### config.mk
export PLATFORM = sky130hd
export DESIGN_NAME = fft_magnitude_estimator
export DESIGN_NICKNAME = d
export VERILOG_FILES = /design/src/rtl/fft_magnitude_estimator.sv
export SDC_FILE = /design/constraint.sdc
export NUM_CORES = 1
export LEC_CHECK = 0
export ABC_CLOCK_PERIOD_IN_PS = 6400
export BUFFER_PORTS_ARGS = -buffer_cell sky130_fd_sc_hd__buf_2
export CORE_ASPECT_RATIO = 0.6
export CORE_MARGIN = 4
export CORE_UTILIZATION = 59
export DETAILED_ROUTE_END_ITERATION = 16
export GPL_TIMING_DRIVEN = 1
export HOLD_SLACK_MARGIN = 0.03
export PLACE_DENSITY = 0.76
export SYNTH_ARGS = -nofsm -noshare
export SYNTH_HDL_FRONTEND = slang
export SYNTH_SLANG_ARGS = --single-unit
export TNS_END_PERCENT = 1
### constraint.sdc
create_clock -name clk -period 6.4 [get_ports clk]
set_clock_uncertainty 0.1 [all_clocks]
set_input_delay 0.32 -clock clk [delete_from_list [all_inputs] [get_ports clk]]
set_output_delay 0.32 -clock clk [all_outputs]
set_load 0.005 [all_outputs]
### src/rtl/fft_magnitude_estimator.sv
// fft_magnitude_estimator
//   Converts streaming FFT bins (two's complement real/imag) into unsigned
//   alpha-max-beta-min magnitude estimates, tagging each output with its bin
//   index and frame boundaries. Three-stage pipeline, one bin per cycle, no
//   backpressure.
//
// Ports
//   clk          rising-edge clock
//   reset        synchronous active-high reset
//   in_valid     input bin qualifier
//   in_sop       start of frame (bin 0), qualified by in_valid
//   in_real      signed real part, IN_WIDTH bits
//   in_imag      signed imaginary part, IN_WIDTH bits
//   out_valid    output qualifier
//   out_data     magnitude estimate, OUT_WIDTH bits
//   out_sop      high with out_valid on bin 0
//   out_eop      high with out_valid on bin FFT_SIZE-1
//   bin_index    bin number of out_data
//   frame_count  completed frames, wraps at 16 bits
//   sop_error    sticky flag for a premature in_sop
//
// Input-side FSM
//   state | meaning
//   IDLE  | waiting for in_sop; non-sop samples are dropped
//   RUN   | inside a frame; every in_valid sample is accepted at bin=cnt

module fft_magnitude_estimator #(
  parameter int IN_WIDTH   = 20,
  parameter int OUT_WIDTH  = 21,
  parameter int ADDR_WIDTH = 13,
  parameter int FFT_SIZE   = 8192
) (
  input  logic                  clk,
  input  logic                  reset,
  input  logic                  in_valid,
  input  logic                  in_sop,
  input  logic [IN_WIDTH-1:0]   in_real,
  input  logic [IN_WIDTH-1:0]   in_imag,
  output logic                  out_valid,
  output logic [OUT_WIDTH-1:0]  out_data,
  output logic                  out_sop,
  output logic                  out_eop,
  output logic [ADDR_WIDTH-1:0] bin_index,
  output logic [15:0]           frame_count,
  output logic                  sop_error
);

  localparam logic [ADDR_WIDTH-1:0] LAST_BIN = ADDR_WIDTH'(FFT_SIZE - 1);

  typedef enum logic {IDLE, RUN} state_t;

  state_t                state, state_next;
  logic [ADDR_WIDTH-1:0] cnt, cnt_next, in_bin;
  logic                  accept, in_eop, err_set;

  // Stage registers
  logic                  s1_valid, s1_sop, s1_eop;
  logic [ADDR_WIDTH-1:0] s1_bin;
  logic [IN_WIDTH-1:0]   s1_a, s1_b;
  logic                  s2_valid, s2_sop, s2_eop;
  logic [ADDR_WIDTH-1:0] s2_bin;
  logic [IN_WIDTH-1:0]   s2_mx, s2_mn;

  logic [IN_WIDTH-1:0]   abs_re, abs_im;
  logic [OUT_WIDTH-1:0]  mx_w, mn_w, e2, mag;

  always_ff @(posedge clk) begin
    if (reset) begin
      state <= IDLE;
      cnt   <= '0;
    end else begin
      state <= state_next;
      cnt   <= cnt_next;
    end
  end

  // An in_sop always restarts at bin 0; in RUN the counter is never 0, so
  // any sop seen there abandons the current frame.
  always_comb begin
    state_next = state;
    cnt_next   = cnt;
    accept     = 1'b0;
    in_bin     = cnt;
    in_eop     = 1'b0;
    err_set    = 1'b0;
    if (in_valid) begin
      if (in_sop) begin
        accept  = 1'b1;
        in_bin  = '0;
        err_set = (state == RUN);
      end else if (state == RUN) begin
        accept = 1'b1;
      end
    end
    if (accept) begin
      in_eop = (in_bin == LAST_BIN);
      if (in_eop) begin
        state_next = IDLE;
        cnt_next   = '0;
      end else begin
        state_next = RUN;
        cnt_next   = in_bin + ADDR_WIDTH'(1);
      end
    end
  end

  // Two's complement negate; the most negative value maps onto the unsigned
  // value 2^(IN_WIDTH-1), which still fits in IN_WIDTH bits.
  always_comb begin
    abs_re = in_real[IN_WIDTH-1] ? (~in_real + IN_WIDTH'(1)) : in_real;
    abs_im = in_imag[IN_WIDTH-1] ? (~in_imag + IN_WIDTH'(1)) : in_imag;
  end

  always_comb begin
    mx_w = OUT_WIDTH'(s2_mx);
    mn_w = OUT_WIDTH'(s2_mn);
    e2   = mx_w - (mx_w >> 3) + (mn_w >> 1);
    mag  = (e2 > mx_w) ? e2 : mx_w;
  end

  always_ff @(posedge clk) begin
    if (reset) begin
      s1_valid    <= 1'b0;
      s1_sop      <= 1'b0;
      s1_eop      <= 1'b0;
      s1_bin      <= '0;
      s1_a        <= '0;
      s1_b        <= '0;
      s2_valid    <= 1'b0;
      s2_sop      <= 1'b0;
      s2_eop      <= 1'b0;
      s2_bin      <= '0;
      s2_mx       <= '0;
      s2_mn       <= '0;
      out_valid   <= 1'b0;
      out_data    <= '0;
      out_sop     <= 1'b0;
      out_eop     <= 1'b0;
      bin_index   <= '0;
      frame_count <= '0;
      sop_error   <= 1'b0;
    end else begin
      s1_valid <= accept;
      s1_sop   <= accept & in_sop;
      s1_eop   <= in_eop;
      s1_bin   <= in_bin;
      s1_a     <= abs_re;
      s1_b     <= abs_im;

      s2_valid <= s1_valid;
      s2_sop   <= s1_sop;
      s2_eop   <= s1_eop;
      s2_bin   <= s1_bin;
      s2_mx    <= (s1_a >= s1_b) ? s1_a : s1_b;
      s2_mn    <= (s1_a >= s1_b) ? s1_b : s1_a;

      out_valid <= s2_valid;
      out_sop   <= s2_valid & s2_sop;
      out_eop   <= s2_valid & s2_eop;
      if (s2_valid) begin
        out_data  <= mag;
        bin_index <= s2_bin;
      end

      if (out_valid && out_eop)
        frame_count <= frame_count + 16'd1;
      if (err_set)
        sop_error <= 1'b1;
    end
  end

endmodule

==> results.md <==
* Status: finished, final reports clean
* CP max stage delay at 550 ps
* Slew @ Worst Pin at 1200 ps
* Predominant post-synthesis flop cell: dfxtp_1
* H-tree depth at 4
* CP max stage cell: fa_1
* Hold Path Stages at 3
* Number of I/O port buffers at 97
* Most frequent cells in the layout: dfxtp_1 (178), nor2_1 (118), inv_1 (112)
* Total Wirelength at 21.4 mm
* Relative slew slack at 19.8%
* Root Buffer: clkbuf_16
* Core area at 0.0154 mm2
* Worst Setup Start Kind: flip-flop
* GP Congestion at 0.983
* Unrepaired setup endpoints after global routing: no
* Critical path peak fanout at 13
* Net Count, Synth at 1,186
* Reg-to-reg endpoint: out_data[1]$_SDFFE_PP0P_
* Final Cycle Share at 91.4%
* CP required at 6620 ps
* Critical path class: flip-flop to flip-flop
* DIE AREA at 0.0180 mm2
* Row count at 35
* Hold_sp: in_imag[9]
* Height of the die at 105 um
* Routed Antenna Nets at 0
* R2R cell count at 21
* Number of I/O pins at 98
* Setup tns final at 0 ps
* Worst Path Buf+Inv at 3
* Worst EP arrival at 6070 ps
* Post-synth ARST share at 0%
* Worst-path clk slew at 70 ps
* Reg2reg setup slack at 550 ps
* Number of synthesized flops with an enable pin at 0
* Power Density at 356 mW/mm2
* Clk sinks at 179
* Worst-path cell chain: inv_1 -> fa_1 -> inv_1 -> ha_1 -> a21o_1 -> or3_1 -> o21ai_1 -> o21ai_1 -> a21oi_1 -> mux2i_1 -> or2_2 -> ha_1 -> nand3_1 -> nand2_1 -> or4b_1 -> a21oi_1 -> o21a_1 -> mux2i_2 -> buf_4 -> and4_1 -> a311o_1
* Warnings from Yosys at 0
* Clk_lat worst skew at 440 ps
* P_leak at 4.77 nW
* Crit path max-delay family: compound AO/OA/AOI/OAI gates
* Clock buffer depth at 2
* Layout area overhead at 12.8%
* Final Util at 68.4%
* Final-report max-slew violation count at 0
* Commonest non-fill, non-tap cell in the layout: dfxtp_1
* Antenna violations before repair at 0
* Final setup viols at 0
* F_max at 171 MHz
* Max-cap violations at 0
* Nets at 1,267
* Post-CTS Hold Buffers at 0
* Post_cts resized at 0
* Sequential element share of the synthesized area at 38.4%
* Worst hold path class: input port to flip-flop
* Largest net degree at the start of global routing at 69
* Fin. Hold Viols at 0
* CTS Buf Count at 17
* CTS tree: done
* # diodes at 0
* Detailed Route Iter0 Violations at 678
* WHS Endpoint: s1_b[9]$_SDFF_PP0_
* Dpl hpwl at 16.2 mm
* Cells after synthesis at 1,058
* Share of cells above drive strength 1 at 12.8%
* Via density at 5.39
* Fin crit period at 5850 ps
* DRC viols at 0
* #FFs+latches synth at 179
* Global-route wire length before repair at 35.2 mm
* Drt pass-1 iters at 5
* GRT Total Usage at 24.4%
* Congestion Overflow GR at 0
* Post CTS Setup Buffer Count at 0
* Vias at 7,297
* Maximum vdd ir drop at 0.000232 V
* Reg-to-Reg Start: s2_mx[5]$_SDFF_PP0_
* Number of global-route vias before repair at 6,695
* Crit. End Element: flip-flop
* Post-synth cell types at 61
* Syn_area_per_cell at 8.83 um2
* Starting Density at 60.6%
* Drt wl/cell at 15.8 um
* Syn Std Cell Area at 0.00934 mm2
* Die X-Extent at 170 um
==> registers in the layout, summed over array words and instances, names as in the netlist <==
register	count
s1_b	20
s2_sop	1
frame_count	16
s2_mn	19
s1_sop	1
sop_error	1
out_data	21
s1_bin	13
s1_a	20
s2_mx	20
out_valid	1
out_sop	1
s2_eop	1
s1_valid	1
s2_valid	1
s1_eop	1
cnt	13
state	1
s2_bin	13
out_eop	1
bin_index	13
==> through the flow <==
| step | setup slack (ps) | cells | hold WS, ps | total power [mW] | instance area (um2) |
|---|---|---|---|---|---|
| 5_1_grt | 144 | 1355 | 56.3 | 3.96 | 10500 |
| 2_1_floorplan | 1550 | 1058 | 314 | 2.30 | 9340 |
| 6_report | 553 | 1355 | 47.1 | 3.75 | 10500 |
| 3_3_place_gp | 838 | 1323 | 320 | 2.67 | 9950 |
| 4_1_cts | 636 | 1355 | 40.6 | 3.71 | 10500 |
| 3_5_place_dp | 737 | 1323 | 320 | 2.68 | 9950 |
==> synthesized netlist by cell type, types with 3 or more instances <==
cell type    n  area [um2]
o21ai_1      3        15.0
o21a_1       5        37.5
buf_2        5        25.0
nor4_1       4        25.0
nor2_1     118         443
ha_1        67         838
xnor2_1     21         184
a21oi_1     38         190
inv_1      112         420
o41ai_1      7        61.3
a21o_1      10        75.1
dfxtp_1    179        3580
and2_1      20         125
a211oi_1    19         143
nor2b_1     19         119
nand3_1     18        90.1
o21ai_0     39         195
fa_1        17         340
clkbuf_1    25        93.8
nand2_1     86         323
nand2b_1     7        43.8
nor3_1      13        65.1
nand4_1     11        68.8
xor2_1      43         377
o31ai_1     10        75.1
o211ai_1     5        37.5
or4_1        5        37.5
a31oi_1      6        37.5
or3_1       14        87.6
buf_1        6        22.5
and3_1      11        68.8
mux2i_1     72         721
buf_4        3        22.5
a32oi_1      3        26.3
and4_1       3        26.3
==> how the worst max path moves through the flow <==
stage	slack, ps	to	from	depth (start not counted)
final	550	out_data[1]$_SDFFE_PP0P_	s2_mx[5]$_SDFF_PP0_	21
after global routing	140	out_data[8]$_SDFFE_PP0P_	s2_mx[5]$_SDFF_PP0_	21
after CTS	640	out_data[1]$_SDFFE_PP0P_	s2_mx[5]$_SDFF_PP0_	21
after detailed placement	740	out_data[1]$_SDFFE_PP0P_	s2_mx[5]$_SDFF_PP0_	21
after global placement	840	out_data[1]$_SDFFE_PP0P_	s2_mx[5]$_SDFF_PP0_	21
after floorplan	1550	out_data[1]$_SDFFE_PP0P_	s2_mx[5]$_SDFF_PP0_	20
==> power by group <==
group	internal [mW]	total, mW	switching, mW
logic	0.608	1.52	0.914
registers	1.17	1.21	0.0393
clock network	0.522	1.02	0.495
==> per-layer routing <==
layer	track usage, %	part of all wire, %
met1	40.7	54
met2	30.1	36
met5	0	0
met4	5.87	1.1
met3	6.22	9.3
==> cells by family (layout without fill, tap and decap cells) <==
logic type | count (synthesis) | after routing | synth area share (%)
adder cells (fa/ha/maj) | 84 | 84 | 12.6
XOR/XNOR | 64 | 64 | 6.00
flip-flops | 179 | 179 | 38.4
AND/OR/NAND/NOR | 341 | 341 | 17.3
AO/OA/AOI/OAI | 164 | 164 | 11.5
multiplexers | 73 | 73 | 7.84
buffers and inverters | 153 | 247 | 6.34
==> final cells by class <==
type / count / area (um2)
Inverter: 114 / 428
Clock inverter: 15 / 161
Timing Repair Buffer: 101 / 518
Multi-Input combinational cell: 726 / 5170
Sequential cell: 179 / 3580
Fill cell: 1272 / 4870
Clock buffer: 17 / 425
Tap cell: 203 / 254
==> worst reg2reg max path: cells and delay by family (launching register included) <==
family	cells	cell delay [ps]
mux	2	370
fa+ha+maj	3	1180
flops	1	390
simple gates	6	1540
compound gates	7	1710
buf+inv	3	450
(Power assumes the default switching activity.)
